`src/rtl/hi_sniff_decim_if.sv`:
```
// Handshake bundle for hi_sniff_decim: the sample input side and the FWFT FIFO output side.
// The producer/consumer environment uses the master modport and the decimator uses the slave modport.
interface hi_sniff_decim_if #(
  parameter int FIFO_DEPTH_LOG2 = 2
);
  logic [7:0]               adc_d;
  logic                     adc_en;
  logic                     clear;
  logic [7:0]               out_data;
  logic                     out_valid;
  logic                     out_ready;
  logic [FIFO_DEPTH_LOG2:0] fill_level;
  logic                     overflow;

  modport master (
    output adc_d, adc_en, clear, out_ready,
    input  out_data, out_valid, fill_level, overflow
  );

  modport slave (
    input  adc_d, adc_en, clear, out_ready,
    output out_data, out_valid, fill_level, overflow
  );
endinterface

```
`src/rtl/hi_sniff_decim.sv`:
```
// Window decimator for HF sniffer ADC samples feeding a small FWFT FIFO with valid/ready pop.
// Define HI_SNIFF_PEAK_EN to emit the peak-to-peak value of each window instead of its truncated mean.
module hi_sniff_decim #(
  parameter int DECIM_LOG2      = 2,
  parameter int FIFO_DEPTH_LOG2 = 2
) (
  input logic           ck_1356meg,
  input logic           reset_n,
  hi_sniff_decim_if.slave bus
);

  localparam int DEPTH = 1 << FIFO_DEPTH_LOG2;
  localparam logic [FIFO_DEPTH_LOG2:0]   FULL_LEVEL = (FIFO_DEPTH_LOG2 + 1)'(DEPTH);
  localparam logic [FIFO_DEPTH_LOG2-1:0] PTR_ONE    = FIFO_DEPTH_LOG2'(1);

  logic [DECIM_LOG2-1:0] count;
  logic                  last;
  logic [7:0]            result;

  assign last = bus.adc_en && (count == '1);

  always_ff @(posedge ck_1356meg or negedge reset_n) begin
    if (!reset_n) begin
      count <= '0;
    end else if (bus.clear) begin
      count <= '0;
    end else if (bus.adc_en) begin
      count <= count + 1'b1;
    end
  end

`ifdef HI_SNIFF_PEAK_EN
  logic [7:0] run_max;
  logic [7:0] run_min;
  logic [7:0] cur_max;
  logic [7:0] cur_min;

  always_comb begin
    cur_max = (bus.adc_d > run_max) ? bus.adc_d : run_max;
    cur_min = (bus.adc_d < run_min) ? bus.adc_d : run_min;
    result  = cur_max - cur_min;
  end

  // Extremes restart from the opposite rails so the first sample of a window always wins.
  always_ff @(posedge ck_1356meg or negedge reset_n) begin
    if (!reset_n) begin
      run_max <= 8'h00;
      run_min <= 8'hFF;
    end else if (bus.clear || last) begin
      run_max <= 8'h00;
      run_min <= 8'hFF;
    end else if (bus.adc_en) begin
      run_max <= cur_max;
      run_min <= cur_min;
    end
  end
`else
  logic [7+DECIM_LOG2:0] acc;
  logic [7+DECIM_LOG2:0] sum;
  logic [7+DECIM_LOG2:0] mean;

  // The extra DECIM_LOG2 bits hold a full window of 255s, so the sum never wraps.
  assign sum    = acc + {{DECIM_LOG2{1'b0}}, bus.adc_d};
  assign mean   = sum >> DECIM_LOG2;
  assign result = mean[7:0];

  always_ff @(posedge ck_1356meg or negedge reset_n) begin
    if (!reset_n) begin
      acc <= '0;
    end else if (bus.clear || last) begin
      acc <= '0;
    end else if (bus.adc_en) begin
      acc <= sum;
    end
  end
`endif

  logic [7:0]                 mem [DEPTH];
  logic [FIFO_DEPTH_LOG2-1:0] wr_ptr;
  logic [FIFO_DEPTH_LOG2-1:0] rd_ptr;
  logic [FIFO_DEPTH_LOG2-1:0] rd_next;
  logic [FIFO_DEPTH_LOG2:0]   fill;
  logic [FIFO_DEPTH_LOG2:0]   fill_next;
  logic [7:0]                 head;
  logic [7:0]                 head_next;
  logic                       overflow_r;
  logic                       not_empty;
  logic                       full;
  logic                       push;
  logic                       pop;
  logic                       write_en;

  assign not_empty = (fill != '0);
  assign full      = (fill == FULL_LEVEL);
  assign push      = last && !bus.clear;
  assign pop       = not_empty && bus.out_ready && !bus.clear;
  assign write_en  = push && (!full || pop);
  assign rd_next   = pop ? rd_ptr + PTR_ONE : rd_ptr;

  // The head register is loaded with whatever will sit at rd_next, bypassing the array
  // when the slot being written is also the new head; it holds while the FIFO is empty.
  always_comb begin
    fill_next = fill;
    if (write_en && !pop) begin
      fill_next = fill + 1'b1;
    end else if (!write_en && pop) begin
      fill_next = fill - 1'b1;
    end
    head_next = head;
    if (fill_next != '0) begin
      head_next = (write_en && (rd_next == wr_ptr)) ? result : mem[rd_next];
    end
  end

  always_ff @(posedge ck_1356meg) begin
    if (write_en) begin
      mem[wr_ptr] <= result;
    end
  end

  always_ff @(posedge ck_1356meg or negedge reset_n) begin
    if (!reset_n) begin
      wr_ptr     <= '0;
      rd_ptr     <= '0;
      fill       <= '0;
      head       <= 8'h00;
      overflow_r <= 1'b0;
    end else if (bus.clear) begin
      wr_ptr     <= '0;
      rd_ptr     <= '0;
      fill       <= '0;
      overflow_r <= 1'b0;
    end else begin
      if (write_en) begin
        wr_ptr <= wr_ptr + PTR_ONE;
      end
      rd_ptr <= rd_next;
      fill   <= fill_next;
      head   <= head_next;
      if (push && full && !pop) begin
        overflow_r <= 1'b1;
      end
    end
  end

  assign bus.out_data   = head;
  assign bus.out_valid  = not_empty;
  assign bus.fill_level = fill;
  assign bus.overflow   = overflow_r;

endmodule

```
`src/flat_wrapper.sv`:
```
// flat-port wrapper written by rule: the top's interface ports become plain ports
module hi_sniff_decim_flat 
#(
  parameter int DECIM_LOG2      = 2,
  parameter int FIFO_DEPTH_LOG2 = 2
)
  (ck_1356meg, reset_n, bus_adc_d, bus_adc_en, bus_clear, bus_out_ready, bus_out_data, bus_out_valid, bus_fill_level, bus_overflow);
  hi_sniff_decim_if #(.FIFO_DEPTH_LOG2(FIFO_DEPTH_LOG2)) bus_i ();
  input logic ck_1356meg;
  input logic reset_n;
  input wire logic [$bits(bus_i.adc_d)-1:0] bus_adc_d;
  input wire logic [$bits(bus_i.adc_en)-1:0] bus_adc_en;
  input wire logic [$bits(bus_i.clear)-1:0] bus_clear;
  input wire logic [$bits(bus_i.out_ready)-1:0] bus_out_ready;
  output wire logic [$bits(bus_i.out_data)-1:0] bus_out_data;
  output wire logic [$bits(bus_i.out_valid)-1:0] bus_out_valid;
  output wire logic [$bits(bus_i.fill_level)-1:0] bus_fill_level;
  output wire logic [$bits(bus_i.overflow)-1:0] bus_overflow;
  assign bus_i.adc_d = bus_adc_d;
  assign bus_i.adc_en = bus_adc_en;
  assign bus_i.clear = bus_clear;
  assign bus_i.out_ready = bus_out_ready;
  assign bus_out_data = bus_i.out_data;
  assign bus_out_valid = bus_i.out_valid;
  assign bus_fill_level = bus_i.fill_level;
  assign bus_overflow = bus_i.overflow;
  hi_sniff_decim #(.DECIM_LOG2(DECIM_LOG2), .FIFO_DEPTH_LOG2(FIFO_DEPTH_LOG2)) u_core (.ck_1356meg(ck_1356meg), .reset_n(reset_n), .bus(bus_i));
endmodule
```
`config.mk`:
```
export PLATFORM = sky130hd
export DESIGN_NAME = hi_sniff_decim_flat
export DESIGN_NICKNAME = d
export VERILOG_FILES = /design/src/rtl/hi_sniff_decim_if.sv /design/src/rtl/hi_sniff_decim.sv /design/src/flat_wrapper.sv
export SDC_FILE = /design/constraint.sdc
export NUM_CORES = 1
export LEC_CHECK = 0
export CORE_ASPECT_RATIO = 2
export CORE_MARGIN = 2
export CORE_UTILIZATION = 52
export CTS_CLUSTER_DIAMETER = 30
export DETAILED_ROUTE_END_ITERATION = 16
export GPL_ROUTABILITY_DRIVEN = 1
export GPL_TIMING_DRIVEN = 0
export HOLD_SLACK_MARGIN = 0.03
export PLACE_DENSITY = 0.76
export SYNTH_ARGS = -nofsm -noshare
export SYNTH_HDL_FRONTEND = slang
export SYNTH_SLANG_ARGS = --single-unit
```
`constraint.sdc`:
```
create_clock -name ck_1356meg -period 3.05 [get_ports ck_1356meg]
set_input_delay 0.4575 -clock ck_1356meg [delete_from_list [all_inputs] [get_ports ck_1356meg]]
set_output_delay 0.4575 -clock ck_1356meg [all_outputs]
set_load 0.01 [all_outputs]
```
## After elaboration in Yosys (flattened, before gate mapping)

Memories as Yosys holds them, arrays and structs flattened. A register that Yosys moved wholly into a read port is not among the register bits.
Index checks and enable logic that the tools add are counted.
Widths: inputs -> output; s select.

| storage, ports and cells | value |
|---|---|
| bits in registers | 20 |
| bits in latches | 0 |
| bits in writable memories | 32 |
| memory bits (read-only) | 0 |
| input bits | 13 |
| output and inout bits | 13 |
| word-level logic and storage cells | 54 |
| memories kept | 1 |

Memories:

| name | words | bits a word | read ports | clocked after Yosys merged registers in | write ports | line | text |
|---|---|---|---|---|---|---|---|
| u_core.mem | 4 | 8 | 1 | 1 | 1 | hi_sniff_decim.sv:78 | `logic [7:0] mem [DEPTH];` |

| cells by class | value |
|---|---|
| add/subtract/negate cells | 6 |
| $mul | 0 |
| div/mod/pow operators | 0 |
| magnitude comparators | 0 |
| eq/ne operators | 2 |
| shift operators | 0 |
| multiplexer cells | 15 |
| bitwise operators | 1 |
| reduce and logical (&&, ||, !) cells | 23 |

Operators by type and width:

| operator | count |
|---|---|
| $mux 10 | 2 |
| $mux 2 | 6 |
| $add 10x8->10 | 1 |
| $logic_and 1x1->1 | 9 |
| $mux 3 | 3 |
| $reduce_bool 2->1 | 4 |
| $add 2x1->2 const B | 3 |
| $reduce_bool 3->1 | 2 |
| $logic_not 1->1 | 5 |
| $mux 1 | 4 |
| $add 3x1->3 const B | 1 |
| $eq 3x3->1 const B | 1 |
| $sub 3x1->3 const B | 1 |
| $eq 2x2->1 const B | 1 |
| $logic_or 1x1->1 | 2 |
| $reduce_and 2->1 | 1 |
| $not 1->1 | 1 |

## Logic depth before layout (Yosys ltp)

Gate-level depths: netlist (run 1).

| depth | value |
|---|---|
| depth after elaboration | 11 |
| mapped depth | 11 |
| mapped depth without buffers | 9 |

## Least setup slack after synthesis (run 1)

No wires, ideal clock.

| path | value |
|---|---|
| path type | input to register |
| from | in bus_adc_d[0] |
| to | reg u_core.head[6], in the netlist u_core.bus.out_data[6], read port of u_core.mem |
| library setup time | 0.125 ns |
| arrival time | 2.374 ns |
| required time | 2.925 ns |
| setup slack | 0.551 ns |
| cell stages on the path | 8 |
| path buffers | 0 |
| cell sequence | ha_1 fa_1 a21oi_1 o211ai_1 o41ai_1 xnor2_1 mux2_4 mux2_4 |

RTL lines:

| element | line | text |
|---|---|---|
| start: declaration | flat_wrapper.sv:11 | `input wire logic [$bits(bus_i.adc_d)-1:0] bus_adc_d;` |
| end: declaration | hi_sniff_decim.sv:84 | `logic [7:0] head;` |

==> results.json, run 1 <==
{
  "outcome": "finished, final reports clean",
  "syn_avg_cell_area_um2": 11.3,
  "clockBufferDepth": 2,
  "drcViolationCount": 0,
  "start_kind": "primary input",
  "clock_skew_ns": 0.00736,
  "synth.net_count": 338,
  "grt_usage_pct": 23.3,
  "p_per_area_nw_per_um2": 600,
  "core.rowCount": 42,
  "clkSinkCount": 60,
  "synth_top_area_cell": "edfxtp_1",
  "vias": 2579,
  "period_share_pct": 93.6,
  "yosys-top-cells-area": "edfxtp_1, dfrtp_1, mux2_4",
  "wirelength_um": 7830,
  "multi_input_area_um2": 1680,
  "timing.fmax_ghz": 0.350,
  "worstSetupEndpointType": "flop",
  "drtIter0Drc": 106,
  "gp_congestion": 0.958,
  "critPathLaunch": "bus_adc_d[0]",
  "clockRootBuffer": "clkbuf_16",
  "cp_slowest_stage_delay_ns": 0.41,
  "synth_area_um2": 3480,
  "grt_setup_unrepaired": "no",
  "worstSetupPathType": "in -> reg",
  "grt_overflow": 0,
  "synthFlopType": "edfxtp_1",
  "grt_pass1_vias": 2617,
  "place_hpwl_um": 5680,
  "crit_chain": "clkdlybuf4s50_1 -> ha_1 -> fa_1 -> a21oi_1 -> o211ai_1 -> o41ai_2 -> xnor2_1 -> mux2_4 -> mux2_4",
  "dr.pass1.iters": 4,
  "placed_area_um2": 3820,
  "ys_ff_latch": 60,
  "ant_nets": 0,
  "postLayoutCellArea_um2": 4090,
  "insertion_delay_ns": 0.32,
  "met3_usage_pct": 4.20,
  "antenna_found_initial": 0,
  "crit_buf_inv": 1,
  "async_flop_share_pct": 46.7,
  "cp.required_ns": 3.25,
  "ys_types": 50,
  "period_minus_slack_ns": 2.85,
  "cp_slowest_cell": "fa_1",
  "netlist.area_leader.share_pct": 27.6,
  "synth-edff-count": 32,
  "die_area_um2": 7390,
  "wl_per_cell_um": 18.0,
  "area_growth_pct": 17.8,
  "worstReg2RegStart": "u_core.acc[0]$_DFFE_PN0P_",
  "setup-violations-final": 0,
  "cp_common_cell": "mux2_4",
  "yosysMostFrequentCell": "edfxtp_1",
  "max-cap-violations": 0,
  "yosysWarnings": 0,
  "crit_family": "compound AO/OA/AOI/OAI gates",
  "power.leakage_nw": 1.61,
  "hold_class": "in -> async",
  "slew_headroom_pct": 53.4,
  "hold_viol": 0,
  "post-cts-setup-buffers": 0,
  "grt_pass1_wl_um": 12500,
  "ys_top_cells_by_count": "edfxtp_1, nor2_1, dfrtp_1",
  "grt_max_degree": 29,
  "io_pins": 26,
  "netlist_instances": 308,
  "nFillCells": 519,
  "ir_drop_mv": 0.498,
  "start_util_pct": 52.9,
  "worstMarginPinSlew_ns": 0.699,
  "diodes": 0,
  "slew_viol_final": 0,
  "h-tree-depth": 3,
  "ys_seq_area_share_pct": 47.8,
  "busiest_layer": "met2",
  "cts_inserted_buffers": 9,
  "crit_path_max_fanout": 6,
  "power.total_mw": 2.46,
  "worstPathArrival_ns": 3.06,
  "core_area_um2": 6570,
  "grt_use_met1_pct": 24.8,
  "fin_nets": 373,
  "die_x_um": 61.8,
  "drive_gt1_share_pct": 14.7,
  "portBuffers": 24,
  "use_met2_pct": 39.9,
  "regArea_um2": 1660,
  "clk_pin_slew_ns": 0.05,
  "die_y_um": 120,
  "viasPerCell": 5.92,
  "cts_tree": "yes"
}
[cell families (layout without fill, tap and decap cells)]
family / after synthesis / count (layout) / share of synthesized area [%]
simple gates: 89 / 89 / 13.5
compound gates: 75 / 75 / 14.9
flops: 60 / 60 / 47.8
mux: 27 / 27 / 10.0
buf+inv: 27 / 67 / 4.10
fa+ha+maj: 17 / 17 / 6.34
xor+xnor: 13 / 13 / 3.28
[final timing paths]
path	end	slack, ns	cells past startpoint
setup / recovery	u_core.bus.out_data[6]$_DFFE_PN0P_	0.20	9
hold / removal	u_core.bus.out_data[0]$_DFFE_PN0P_	0.18	1
setup reg to reg	u_core.bus.out_data[6]$_DFFE_PN0P_	0.38	8
hold reg to reg	u_core.bus.overflow$_DFFE_PN0P_	0.49	2
max in group asynchronous	u_core.bus.fill_level[0]$_DFF_PN0_	2.41	1
min in group ck_1356meg	u_core.bus.overflow$_DFFE_PN0P_	0.49	2
[worst register-to-register path, stage by stage, from the launching register on]
cell and delay (ns):
dfrtp_1 0.37, ha_1 0.22, fa_1 0.41, a21oi_1 0.22, o211ai_1 0.17, o41ai_2 0.32, xnor2_1 0.26, mux2_4 0.31
mux2_4 0.26
[routing by layer]
metal  share of wire (%)  vias up
met5                   0        -
met4                 3.7        0
met3                 2.8       19
met2                  57       74
met1                  37     1281
li1                    -     1205
[report_power, final]
group	internal [mW]	total, mW	switching [mW]
combinational	0.287	0.550	0.262
sequential	0.960	1.00	0.0399
clock	0.566	0.906	0.339
total	1.81	2.46	0.642
[sequential cells by signal, summed over array words and instances (netlist names)]
| signal | cells |
|---|---|
| u_core.bus.out_data | 8 |
| u_core.bus.overflow | 1 |
| u_core.mem | 32 |
| u_core.acc | 10 |
| u_core.count | 2 |
| u_core.rd_ptr | 2 |
| u_core.bus.fill_level | 3 |
| u_core.wr_ptr | 2 |
[cell usage in the layout, fill, tap and decap left out, drive strengths merged, types with 3 or more instances in the layout]
cell	netlist	routed
a221o	3	3
a221oi	10	10
xnor2	11	11
a31oi	5	5
and2	5	5
mux2i	6	6
o31ai	3	3
dfrtp	28	28
clkbuf	8	21
nand2	14	14
nor2	31	31
a21oi	23	23
nor3	10	10
mux2	21	21
o22ai	5	5
edfxtp	32	32
buf	7	8
inv	12	12
and2b	5	5
nand3	6	6
clkdlybuf4s50	0	23
ha	16	16
nand2b	7	7
o211ai	5	5
o21ai	10	10
nor2b	6	6
a22oi	4	4
[timing repair]
item                                   4_1_cts  5_1_grt
setup endpoints to repair                    0        1
gates resized for setup                      0        1
hold buffers                                 0        0
endpoints found under the hold margin        0        0
[final cells by class]
cell class | instances | area share, %
Multi-Input combinational cell | 221 | 41.0
Tap cell | 88 | 2.69
Clock buffer | 13 | 6.11
Clock inverter | 3 | 0.367
Buffer | 15 | 2.32
Timing Repair Buffer | 24 | 5.75
Sequential cell | 60 | 40.6
Inverter | 12 | 1.16
[metrics by stage]
stage | TNS [ns] | hold slack [ns] | instances | util, % | setup slack, ns
after detailed placement | -0.240 | 0.491 | 420 | 58.2 | -0.240
after floorplan | 0 | 0.162 | 308 | - | 0.551
after CTS | 0 | 0.213 | 436 | 62.2 | 0.0908
final | 0 | 0.181 | 436 | 62.3 | 0.196
after global placement | -0.232 | 0.481 | 420 | 58.2 | -0.232
after global routing | 0 | 0.229 | 436 | 62.3 | 0.0533
Note: power is estimated with default switching activity, not from simulation.
==> inputs of run 2 (changes only) <==
Settings changed: HOLD_SLACK_MARGIN 0.03 to not set, SLEW_MARGIN set to 20.
==> results of run 2 <==
Final layout, timing and power as in run 1 (identical DEF).
